**config.mk**
```make
export PLATFORM = sky130hd
export DESIGN_NAME = uart_rx_os_flat
export DESIGN_NICKNAME = d
export VERILOG_FILES = /design/src/rtl/uart_rx_os_if.sv /design/src/rtl/uart_rx_os.sv /design/src/flat_wrapper.sv
export SDC_FILE = /design/constraint.sdc
export NUM_CORES = 1
export LEC_CHECK = 0
export BUFFER_PORTS_ARGS = -buffer_cell sky130_fd_sc_hd__buf_4
export CORE_ASPECT_RATIO = 1.4
export CORE_MARGIN = 2
export CORE_UTILIZATION = 55
export DETAILED_ROUTE_END_ITERATION = 8
export PLACE_DENSITY = 0.74
export SETUP_SLACK_MARGIN = 0.02
export SKIP_CTS_REPAIR_TIMING = 1
export SYNTH_ARGS = -nofsm -noshare
export SYNTH_HDL_FRONTEND = slang
export SYNTH_SLANG_ARGS = --single-unit
```
**constraint.sdc**
```tcl
create_clock -name clk -period 2.6 [get_ports clk]
set_input_delay 0.26 -clock clk [delete_from_list [all_inputs] [get_ports clk]]
set_output_delay 0.26 -clock clk [all_outputs]
set_load 0.02 [all_outputs]
```
**src/rtl/uart_rx_os_if.sv**
```systemverilog
// uart_rx_os_if -- bundle of the serial line, frame configuration and
// receive-side outputs of uart_rx_os.
//   master : drives rx_in / prescale / parity_en / parity_type / stop2,
//            observes p_data_rx / data_valid_rx / parity_err / stop_err / busy_rx
//   slave  : the receiver itself
interface uart_rx_os_if #(
    parameter int DWIDTH = 8,
    parameter int PWIDTH = 6
);
    logic              rx_in;
    logic [PWIDTH-1:0] prescale;
    logic              parity_en;
    logic              parity_type;
    logic              stop2;
    logic [DWIDTH-1:0] p_data_rx;
    logic              data_valid_rx;
    logic              parity_err;
    logic              stop_err;
    logic              busy_rx;

    modport master (
        output rx_in, prescale, parity_en, parity_type, stop2,
        input  p_data_rx, data_valid_rx, parity_err, stop_err, busy_rx
    );

    modport slave (
        input  rx_in, prescale, parity_en, parity_type, stop2,
        output p_data_rx, data_valid_rx, parity_err, stop_err, busy_rx
    );
endinterface

```
**src/rtl/uart_rx_os.sv**
```systemverilog
// uart_rx_os -- single-clock oversampling UART receiver.
// One clk cycle is one sample tick; prescale ticks make one bit.
// Ports:
//   clk  : oversample clock
//   rst  : asynchronous active-low reset
//   bus  : uart_rx_os_if.slave (serial line, frame config, received word,
//          valid pulse, parity/stop error flags, busy)
// Build option: define UART_RX_MAJORITY_EN to resolve each bit by majority
// vote of three samples around mid-bit instead of a single mid-bit sample.
// Resolution cycle and all output timing are the same in both builds.
module uart_rx_os #(
    parameter int DWIDTH = 8,
    parameter int PWIDTH = 6
) (
    input logic         clk,
    input logic         rst,
    uart_rx_os_if.slave bus
);
    localparam int BW = 4;

    typedef enum logic [2:0] {IDLE, START, DATA, PARITY, STOP} state_t;

    state_t            state_q, state_d;
    logic [PWIDTH-1:0] cnt_q, cnt_d;
    logic [BW-1:0]     bit_cnt_q, bit_cnt_d;
    logic [DWIDTH-1:0] shreg_q, shreg_d;
    logic [PWIDTH-1:0] pre_q, pre_d;
    logic              par_en_q, par_en_d;
    logic              par_type_q, par_type_d;
    logic              stop2_q, stop2_d;
    logic              perr_acc_q, perr_acc_d;
    logic              serr_acc_q, serr_acc_d;
    logic [DWIDTH-1:0] data_q, data_d;
    logic              perr_q, perr_d;
    logic              serr_q, serr_d;
    logic              valid_q, valid_d;

    logic              rx_meta_q, rx_s_q;
    logic              rx_s;
    logic [PWIDTH-1:0] half;
    logic              res, wrap, last_stop, bit_val;
    logic              samp_mid_q;

    // 2-flop synchronizer, idle-high so reset never looks like a start bit
    always_ff @(posedge clk or negedge rst) begin
        if (!rst) begin
            rx_meta_q <= 1'b1;
            rx_s_q    <= 1'b1;
        end else begin
            rx_meta_q <= bus.rx_in;
            rx_s_q    <= rx_meta_q;
        end
    end
    assign rx_s = rx_s_q;

    assign half      = pre_q >> 1;
    assign res       = (cnt_q == half + 1'b1);
    assign wrap      = (cnt_q == pre_q - 1'b1);
    assign last_stop = (bit_cnt_q == BW'(stop2_q));

    always_ff @(posedge clk or negedge rst) begin
        if (!rst)               samp_mid_q <= 1'b1;
        else if (cnt_q == half) samp_mid_q <= rx_s;
    end

`ifdef UART_RX_MAJORITY_EN
    logic samp_pre_q;
    always_ff @(posedge clk or negedge rst) begin
        if (!rst)                      samp_pre_q <= 1'b1;
        else if (cnt_q == half - 1'b1) samp_pre_q <= rx_s;
    end
    // third vote is the live sample in the resolution cycle
    assign bit_val = (samp_pre_q & samp_mid_q) | (samp_pre_q & rx_s) | (samp_mid_q & rx_s);
`else
    assign bit_val = samp_mid_q;
`endif

    always_comb begin
        state_d    = state_q;
        cnt_d      = wrap ? '0 : cnt_q + 1'b1;
        bit_cnt_d  = bit_cnt_q;
        shreg_d    = shreg_q;
        pre_d      = pre_q;
        par_en_d   = par_en_q;
        par_type_d = par_type_q;
        stop2_d    = stop2_q;
        perr_acc_d = perr_acc_q;
        serr_acc_d = serr_acc_q;
        data_d     = data_q;
        perr_d     = perr_q;
        serr_d     = serr_q;
        valid_d    = 1'b0;
        case (state_q)
            IDLE: begin
                cnt_d = '0;
                if (!rx_s) begin
                    // the detect cycle is tick 0 of the start bit
                    state_d    = START;
                    cnt_d      = PWIDTH'(1);
                    bit_cnt_d  = '0;
                    pre_d      = bus.prescale;
                    par_en_d   = bus.parity_en;
                    par_type_d = bus.parity_type;
                    stop2_d    = bus.stop2;
                    perr_acc_d = 1'b0;
                    serr_acc_d = 1'b0;
                end
            end
            START: begin
                if (res && bit_val) begin
                    state_d = IDLE;
                    cnt_d   = '0;
                end else if (wrap) begin
                    state_d = DATA;
                end
            end
            DATA: begin
                if (res) shreg_d = {bit_val, shreg_q[DWIDTH-1:1]};
                if (wrap) begin
                    if (bit_cnt_q == BW'(DWIDTH - 1)) begin
                        bit_cnt_d = '0;
                        state_d   = par_en_q ? PARITY : STOP;
                    end else begin
                        bit_cnt_d = bit_cnt_q + 1'b1;
                    end
                end
            end
            PARITY: begin
                // odd parity flips the expected bit
                if (res)  perr_acc_d = bit_val ^ (^shreg_q) ^ par_type_q;
                if (wrap) state_d    = STOP;
            end
            STOP: begin
                if (res && !bit_val) serr_acc_d = 1'b1;
                if (res && last_stop) begin
                    // end mid-bit so a back-to-back start edge is not missed
                    state_d = IDLE;
                    cnt_d   = '0;
                    valid_d = 1'b1;
                    data_d  = shreg_q;
                    perr_d  = perr_acc_q;
                    serr_d  = serr_acc_q | ~bit_val;
                end else if (wrap) begin
                    bit_cnt_d = bit_cnt_q + 1'b1;
                end
            end
            default: begin
                state_d = IDLE;
                cnt_d   = '0;
            end
        endcase
    end

    always_ff @(posedge clk or negedge rst) begin
        if (!rst) begin
            state_q    <= IDLE;
            cnt_q      <= '0;
            bit_cnt_q  <= '0;
            shreg_q    <= '0;
            pre_q      <= '0;
            par_en_q   <= 1'b0;
            par_type_q <= 1'b0;
            stop2_q    <= 1'b0;
            perr_acc_q <= 1'b0;
            serr_acc_q <= 1'b0;
            data_q     <= '0;
            perr_q     <= 1'b0;
            serr_q     <= 1'b0;
            valid_q    <= 1'b0;
        end else begin
            state_q    <= state_d;
            cnt_q      <= cnt_d;
            bit_cnt_q  <= bit_cnt_d;
            shreg_q    <= shreg_d;
            pre_q      <= pre_d;
            par_en_q   <= par_en_d;
            par_type_q <= par_type_d;
            stop2_q    <= stop2_d;
            perr_acc_q <= perr_acc_d;
            serr_acc_q <= serr_acc_d;
            data_q     <= data_d;
            perr_q     <= perr_d;
            serr_q     <= serr_d;
            valid_q    <= valid_d;
        end
    end

    assign bus.p_data_rx     = data_q;
    assign bus.data_valid_rx = valid_q;
    assign bus.parity_err    = perr_q;
    assign bus.stop_err      = serr_q;
    assign bus.busy_rx       = (state_q != IDLE);
endmodule

```
**src/flat_wrapper.sv**
```systemverilog
// flat-port wrapper written by rule: the top's interface ports become plain ports
module uart_rx_os_flat 
#(
    parameter int DWIDTH = 8,
    parameter int PWIDTH = 6
)
  (clk, rst, bus_rx_in, bus_prescale, bus_parity_en, bus_parity_type, bus_stop2, bus_p_data_rx, bus_data_valid_rx, bus_parity_err, bus_stop_err, bus_busy_rx);
  uart_rx_os_if #(.DWIDTH(DWIDTH), .PWIDTH(PWIDTH)) bus_i ();
  input logic clk;
  input logic rst;
  input wire logic [$bits(bus_i.rx_in)-1:0] bus_rx_in;
  input wire logic [$bits(bus_i.prescale)-1:0] bus_prescale;
  input wire logic [$bits(bus_i.parity_en)-1:0] bus_parity_en;
  input wire logic [$bits(bus_i.parity_type)-1:0] bus_parity_type;
  input wire logic [$bits(bus_i.stop2)-1:0] bus_stop2;
  output wire logic [$bits(bus_i.p_data_rx)-1:0] bus_p_data_rx;
  output wire logic [$bits(bus_i.data_valid_rx)-1:0] bus_data_valid_rx;
  output wire logic [$bits(bus_i.parity_err)-1:0] bus_parity_err;
  output wire logic [$bits(bus_i.stop_err)-1:0] bus_stop_err;
  output wire logic [$bits(bus_i.busy_rx)-1:0] bus_busy_rx;
  assign bus_i.rx_in = bus_rx_in;
  assign bus_i.prescale = bus_prescale;
  assign bus_i.parity_en = bus_parity_en;
  assign bus_i.parity_type = bus_parity_type;
  assign bus_i.stop2 = bus_stop2;
  assign bus_p_data_rx = bus_i.p_data_rx;
  assign bus_data_valid_rx = bus_i.data_valid_rx;
  assign bus_parity_err = bus_i.parity_err;
  assign bus_stop_err = bus_i.stop_err;
  assign bus_busy_rx = bus_i.busy_rx;
  uart_rx_os #(.DWIDTH(DWIDTH), .PWIDTH(PWIDTH)) u_core (.clk(clk), .rst(rst), .bus(bus_i));
endmodule
```
======== Word-level counts from Yosys, hierarchy flattened ========
Cells that the tools add are included.
storage, ports and cells
  output and inout bits ................... 12
  input port bits ......................... 12
  register bits ........................... 46
operators by class
  add/sub/neg operators ................... 4
  bitwise operators ....................... 5
  eq/ne operators ......................... 19
  reductions and logical operators ........ 18
  muxes and demuxes ....................... 27
operators by type and width
  kind                                                                    number
  3-bit two-way mux                                                       8
  6-bit one-hot mux with 4 select lines                                   1
  4-bit two-way mux                                                       5
  6-bit two-way mux                                                       3
  3-bit one-hot mux with 5 select lines                                   1
  2-bit by 1-bit != test with 1-bit output (second input constant)        7
  6-bit equality test                                                     2
  4-bit one-hot mux with 3 select lines                                   1
  8-bit parity                                                            1
  5-bit by 1-bit adder with 6-bit output (second input constant)          1
  6-bit by 1-bit adder with 6-bit output (second input constant)          1
  3-bit by 2-bit equality test with 1-bit output (second input constant)  2
  6-bit by 5-bit equality test with 1-bit output                          1
  1-bit two-way mux                                                       6
  2-bit AND reduction                                                     3
  3-bit AND reduction                                                     2
  6-bit AND reduction                                                     1
  3-bit nonzero test                                                      2
  6-bit by 1-bit subtractor with 6-bit output (second input constant)     1
  5-bit AND reduction                                                     1
  4-bit by 1-bit adder with 4-bit output (second input constant)          1
  4-bit by 1-bit equality test with 1-bit output                          1
  4-bit by 3-bit equality test with 1-bit output (second input constant)  1
  2-bit != test (second input constant)                                   2
  other kinds (12)                                                        18

======== Depth between registers and ports, before layout ========
Gate-level depths: netlist of run 1.
  word-level depth ........................ 5
  depth in mapped cells ................... 11
  gate-level depth less buffers ........... 9

======== Least setup slack after synthesis of run 1 ========
OpenSTA, ideal clock, no wires.
  path kind ............................... reg2reg
  from .................................... register u_core.pre_q[0]
  to ...................................... register u_core.bit_cnt_q[2]
  period minus slack after synthesis ...... 2.383 ns
  slack ................................... 0.217 ns
  data arrival time ....................... 2.279 ns
  stages on the path, launching flop included .. 10
  required time ........................... 2.496 ns
  cell sequence ........................... dfrtp_1 -> inv_1 -> ha_1 -> xnor3_1 -> nand3_1 -> nor4_4 -> a21oi_2 -> o22a_1 -> or4_1 -> o311ai_1
between the ends
  word-level cells in the longest chain between the ends .. 4
  elaborated cells on any way between the ends .. 5
  those cells by class .................... add/sub: 1; eq/ne: 3; reduce/logical: 1
RTL lines
  what                                                       RTL line           RTL
  from (decl)                                                uart_rx_os.sv:27   logic [PWIDTH-1:0] pre_q, pre_d;
  from (signal assigned)                                     uart_rx_os.sv:175  pre_q <= pre_d;
  6-bit by 1-bit subtractor with 6-bit output (*)            uart_rx_os.sv:58   assign wrap = (cnt_q == pre_q - 1'b1);
  6-bit equality test (*)                                    uart_rx_os.sv:58
  2-bit by 1-bit != test with 1-bit output (no source line)  -
  5-bit AND reduction (no source line) (*)                   -
  to (signal assigned)                                       uart_rx_os.sv:173  bit_cnt_q <= bit_cnt_d;
  to (decl)                                                  uart_rx_os.sv:25   logic [BW-1:0] bit_cnt_q, bit_cnt_d;
Mark *: on every way between the ends. The rest lies on a longest branch, timed or not.
A chain may end at the register's enable or synchronous reset.

======== Worst setup path in the final report of run 1 ========
  from .................................... register u_core.pre_q[1]
  to ...................................... register u_core.bit_cnt_q[2]
between the ends
  word-level cells in the longest chain between the ends .. 5
  elaborated cells on any way between the ends .. 9
  those cells by class .................... add/sub: 2; eq/ne: 5; reduce/logical: 2
RTL lines
  what                                      RTL line           RTL
  5-bit by 1-bit adder with 6-bit output    uart_rx_os.sv:57   assign res = (cnt_q == half + 1'b1);
  6-bit equality test                       uart_rx_os.sv:57
  1-bit logical AND                         uart_rx_os.sv:135  if (res && last_stop) begin
  2-bit != test (no source line)            -
  5-bit AND reduction (no source line) (*)  -
Marks and branches as above.

==> results.md, run 1 <==
- WP data required: 2.80 ns
- # DRC: 0
- Site row count: 28
- Hold_sp: bus_rx_in
- Worst endpoint data arrival time: 2.63 ns
- Internal: 1.62 mW
- Number of routed nets with antenna violations: 0
- Cells after Synth: 234
- Clock power frac: 15.8%
- Kind of end point of the critical path: flip-flop
- Post-synthesis net count: 251
- Combinational power share: 44.0%
- CTS tree: built
- Largest delay share family, worst path: simple AND/OR/NAND/NOR gates
- Hold path depth: 1
- Switching Share: 41.4%
- Slew headroom: 49.5%
- Worst-path clk slew: 0.09 ns
- Number of synthesized flops with an enable pin: 0
- Routed Wire Length: 4.75 mm
- RSZ-0062 raised after global routing: true
- Final hold vios: 0
- IR drop worst, VDD: 0.624 mV
- Synth Register Bits: 46
- GR Util All Layers: 20.9%
- Synth Flop Type: dfrtp_1
- Worst Setup SP: u_core.pre_q[1]$_DFFE_PN0P_
- Tmin final: 2.43 ns
- FMAX: 412 MHz
- Slowest CP cell: or4_1
- Clock skew: 0.00890 ns
- Asr flop ratio synth: 100%
- Share of layout cells above drive strength 1: 28.9%
- Top cell type's share of synthesized area: 44.1%
- Die W: 60.3 um
- Via-to-Cell Ratio: 5.51
- Pre-CTS WS: 0.116 ns
- Port bufs: 23
- R2R Setup Slk: 0.17 ns
- Fin nets: 282
- Global-route wire length before repair: 8.03 mm
- Die span in y: 82.8 um
- GRT Residual Overflow: 0
- H-tree depth: 2
- WP depth: 9
- Post-Syn Area: 2440 um2
- Syn_area_per_cell: 10.4 um2
- Initial drt markers: 103
- Most common cell after layout, fill and taps aside: dfrtp_1
- Starting Density: 57.6%
- Outcome: completed
- N_diodes: 0
- Worst reg-to-reg path cell count: 9
- Cells taking the most area after synthesis: dfrtp_1 44%, xnor2_1 7.9%, mux2_2 7.8%, nand2_1 5.2%, dfstp_2 3.2%
- Dpl hpwl: 3.36 mm
- Area Growth Syn to Fin: 16.9%
- Vias in the first global route: 1829
- Worst-Margin Slew: 0.738 ns
- Antenna violations before repair: 0
- Max Cap Viol: 0
- Critical path type: flip-flop to flip-flop
- Library cells used by synthesis: 45
- Clk buf depth: 2
- Pwr per Cell Area: 969 nW/um2
- Fin Setup TNS: 0 ns
- Reg power frac: 40.2%
- Part of the cycle the worst path needs: 93.4%
- Worst Hold Class: input pin to flip-flop
- Inserted Clock Buffers: 5
- LEAKAGE: 1.29 nW
- Clk root buf: clkbuf_8
- Drt pass-1 iters: 4
- Clk_lat worst skew: 0.30 ns
- Most frequent cells in the layout: 41 x dfrtp_1, 34 x nand2_1, 32 x buf_4
- Sequential cell area fraction in the yosys report: 47.3%
- Reg-to-reg endpoint: u_core.bit_cnt_q[2]$_DFFE_PN0P_
- Switching power: 1.14 mW
- Largest net degree at the start of global routing: 47
- Post-synth top area cell: dfrtp_1
- Final setup vio count: 0
- R2R Path Start: u_core.pre_q[1]$_DFFE_PN0P_
- Via Count: 1796
- Core Region: 4240 um2
- Max-slew violation count: 0
- Gpl congestion: 1.03
- CP peak stage delay: 0.46 ns
- Total number of yosys warnings: 0
- Number of I/O pins: 24
- Routed len/inst: 14.6 um
- CP bufs+invs: 1
- Startpoint types: flip-flop
- Die area: 5000 um2
- Final worst slack: 0.173 ns
- CP cell instances: inv_2 -> ha_1 -> nor4b_4 -> xnor2_2 -> nor4_4 -> a21oi_2 -> o22a_1 -> or4_1 -> o311ai_1
- WHS Endpoint: u_core.rx_meta_q$_DFF_PN1_
- Clock tree sinks: 46
- CP Max Fanout: 5
[cells in the mapped netlist, types with 2 or more instances]
cell type,count
ha_1,5
a31oi_1,2
nor2_1,15
or3_1,3
dfrtp_1,43
nand3_1,8
dfstp_2,3
nand2_1,34
mux2_2,17
o31ai_1,5
a2111oi_0,2
nand4_1,2
inv_1,8
o32ai_1,2
xor2_1,7
xnor2_1,22
nor2b_1,3
o21ai_0,13
clkbuf_1,7
nor3_1,3
o211ai_1,2
nor4_1,2
or4_1,2
nand2b_1,3
[how the worst max path moves through the flow]
stage | endpoint | slack, ns
finish | u_core.bit_cnt_q[2]$_DFFE_PN0P_ | 0.17
global route | u_core.bit_cnt_q[2]$_DFFE_PN0P_ | 0.00009
CTS | u_core.bit_cnt_q[2]$_DFFE_PN0P_ | 0.10
detailed placement | u_core.bit_cnt_q[2]$_DFFE_PN0P_ | 0.12
global placement | u_core.bit_cnt_q[2]$_DFFE_PN0P_ | 0.17
floorplan | u_core.bit_cnt_q[2]$_DFFE_PN0P_ | 0.22
[cells by family after synthesis]
family          share of synthesized area [%]
xor+xnor                                 11.3
buf+inv                                  3.28
compound gates                           8.81
mux                                      8.25
fa+ha+maj                                2.56
simple gates                             18.5
flops                                    47.3
[routing by layer]
layer / vias up / global-route usage, % / routed length [um]
li1: 873 / - / -
met1: 863 / 25.6 / 2030
met2: 42 / 34.5 / 2410
met3: 18 / 3.89 / 133
met4: 0 / 9.49 / 173
met5: - / 0 / 0
[flip-flops by register name, indices dropped and copies added, names as in the netlist]
signal	flops
u_core.bus.p_data_rx	8
u_core.shreg_q	8
u_core.cnt_q	6
u_core.pre_q	6
u_core.bit_cnt_q	4
u_core.state_q	3
u_core.bit_val	1
u_core.bus.data_valid_rx	1
u_core.bus.parity_err	1
u_core.bus.stop_err	1
u_core.par_en_q	1
u_core.par_type_q	1
u_core.perr_acc_q	1
u_core.rx_meta_q	1
u_core.rx_s	1
u_core.serr_acc_q	1
u_core.stop2_q	1
[stage by stage]
step           cells  hold WS [ns]  cell area [um2]  total power, mW  utilization, %
4_1_cts          323       -0.0276             2810             2.72            66.3
3_5_place_dp     315         0.295             2720             2.26            64.1
5_1_grt          326        0.0527             2860             2.98            67.4
3_3_place_gp     315         0.302             2720             2.25            64.1
2_1_floorplan    234       -0.0356             2440             1.97               -
6_report         326        0.0671             2860             2.77            67.4
[final cells by class]
class                   count  area, um2
clock buffers               5       68.8
inverters                   8       30.0
repair buffers             34        270
flip-flops and latches     46       1160
fillers                   343       1380
clock inverters             3       21.3
multi-input cells         170       1230
well taps                  60       75.1
[power groups by stage]
stage | Sequential [mW] | Clock (mW) | Combinational (mW)
after floorplan | 0.994 | 0 | 0.978
after global placement | 1.12 | 0 | 1.12
after detailed placement | 1.13 | 0 | 1.14
after CTS | 1.11 | 0.454 | 1.15
after global routing | 1.14 | 0.480 | 1.35
final | 1.11 | 0.437 | 1.22
No activity file was read; power rests on OpenSTA's default activity.
==> inputs of run 2 (changes only) <==
- CORE_ASPECT_RATIO: 1.4 -> 0.75
==> results.md, run 2 (synthesis results as in run 1) <==
- RSZ-0062 raised after global routing: true
- Reg power frac: 40.3%
- Largest delay share family, worst path: simple AND/OR/NAND/NOR gates
- Via Count: 1787
- N_diodes: 0
- Via-to-Cell Ratio: 5.58
- Worst-Margin Slew: 0.787 ns
- Final Total Pwr: 2.76 mW
- CP cell instances: buf_4 -> ha_1 -> and2_2 -> o21ai_0 -> a31oi_2 -> or2_2 -> nor3_2 -> buf_4 -> mux2_2
- Worst Hold Class: input pin to flip-flop
- Routed len/inst: 15.1 um
- Startpoint types: flip-flop
- Area Growth Syn to Fin: 16.1%
- Final setup vio count: 0
- Part of the cycle the worst path needs: 99.3%
- Initial drt markers: 124
- Clk buf depth: 2
- Clk root buf: clkbuf_8
- Reg-to-reg endpoint: u_core.bus.p_data_rx[1]$_DFFE_PN0P_
- Worst Setup SP: u_core.pre_q[1]$_DFFE_PN0P_
- Clock skew: 0.00639 ns
- CP most frequent cell: buf_4
- Core Region: 4150 um2
- Sequential cell area: 1160 um2
- GR Util All Layers: 22.0%
- Fin nets: 281
- Most frequent cells in the layout: 42 x dfrtp_1, 34 x nand2_1, 31 x buf_4
- Gpl congestion: 0.841
- Die W: 80.9 um
- Routed Wire Length: 4.83 mm
- Vias in the first global route: 1639
- CP Max Fanout: 7
- Starting Density: 58.8%
- Inserted Clock Buffers: 5
- Combinational power share: 43.5%
- Dpl hpwl: 3.53 mm
- Global-route wire length before repair: 8.07 mm
- Die area: 5000 um2
- LEAKAGE: 1.28 nW
- R2R Path Start: u_core.pre_q[1]$_DFFE_PN0P_
- Number of I/O pins: 24
- WP data required: 2.79 ns
- Die span in y: 61.7 um
- Pre-CTS WS: 0.0800 ns
- Switching Share: 40.6%
- Clock power frac: 16.2%
- Largest net degree at the start of global routing: 47
- Max-slew violation count: 0
- Pwr per Cell Area: 973 nW/um2
- Final worst slack: 0.0194 ns
- WHS Endpoint: u_core.rx_meta_q$_DFF_PN1_
- Area occupied by multi-input gates: 1230 um2
- Placed Cells: 307
- Fillers: 338
- Critical path type: flip-flop to flip-flop
- Antenna violations before repair: 0
- Tmin final: 2.58 ns
- Fin Setup TNS: 0 ns
- Number of routed nets with antenna violations: 0
- Slew headroom: 46.1%
- GRT Residual Overflow: 0
- CP peak stage delay: 0.42 ns
- Most common cell after layout, fill and taps aside: dfrtp_1
- # DRC: 0
- Kind of end point of the critical path: flip-flop
- Site row count: 20
- Slowest CP cell: dfrtp_1
- Hold_sp: bus_rx_in
- H-tree depth: 2
- Switching power: 1.12 mW
- Worst-path clk slew: 0.08 ns
- Clk_lat worst skew: 0.30 ns
- Share of layout cells above drive strength 1: 27.2%
- CTS tree: built
- Port bufs: 23
- CP bufs+invs: 2
- Worst endpoint data arrival time: 2.77 ns
- Final hold vios: 0
- Max Cap Viol: 0
- Outcome: completed
- Internal: 1.64 mW
- R2R Setup Slk: 0.02 ns
- Non-Filler Instances: 320
- Worst reg-to-reg path cell count: 9
- Clock tree sinks: 46
- Drt pass-1 iters: 4
- FMAX: 388 MHz
- Hold path depth: 1
- IR drop worst, VDD: 0.722 mV
-- run 2: power by group through the flow --
stage / Sequential (mW) / Combinational, mW / Clock (mW)
after detailed placement: 1.13 / 1.11 / 0
after floorplan: 0.994 / 0.978 / 0
after global placement: 1.12 / 1.09 / 0
final: 1.11 / 1.20 / 0.446
after global routing: 1.15 / 1.34 / 0.481
after CTS: 1.11 / 1.12 / 0.457
-- run 2: worst max-delay path by stage --
stage,depth (start not counted),to
finish,9,u_core.bus.p_data_rx[1]$_DFFE_PN0P_
global route,9,u_core.bus.p_data_rx[1]$_DFFE_PN0P_
detailed placement,9,u_core.bit_cnt_q[2]$_DFFE_PN0P_
floorplan,9,u_core.bit_cnt_q[2]$_DFFE_PN0P_
global placement,9,u_core.bit_cnt_q[2]$_DFFE_PN0P_
CTS,9,u_core.bit_cnt_q[2]$_DFFE_PN0P_
-- run 2: area by class of cell --
type / count / share of cell area (%)
inverter: 8 / 1.06
timing repair buffer: 33 / 9.27
tap: 55 / 2.43
clock inverter: 1 / 0.177
sequential: 46 / 40.8
clock buffer: 7 / 3.05
multi-input combinational: 170 / 43.2
-- run 2: metrics by stage --
step                      hold WS, ns  util, %  area (um2)
after floorplan               -0.0356        -        2440
after global placement          0.296     64.5        2680
after detailed placement        0.295     64.5        2680
after CTS                     -0.0290     66.7        2770
after global routing           0.0513     68.3        2840
final                          0.0623     68.3        2840
-- run 2: routing by layer --
metal / vias up / routed length [um] / track usage (%)
li1: 875 / - / -
met1: 851 / 2390 / 33.4
met2: 54 / 2070 / 32.1
met3: 7 / 314 / 4.34
met4: 0 / 57 / 7.26
met5: - / 0 / 0
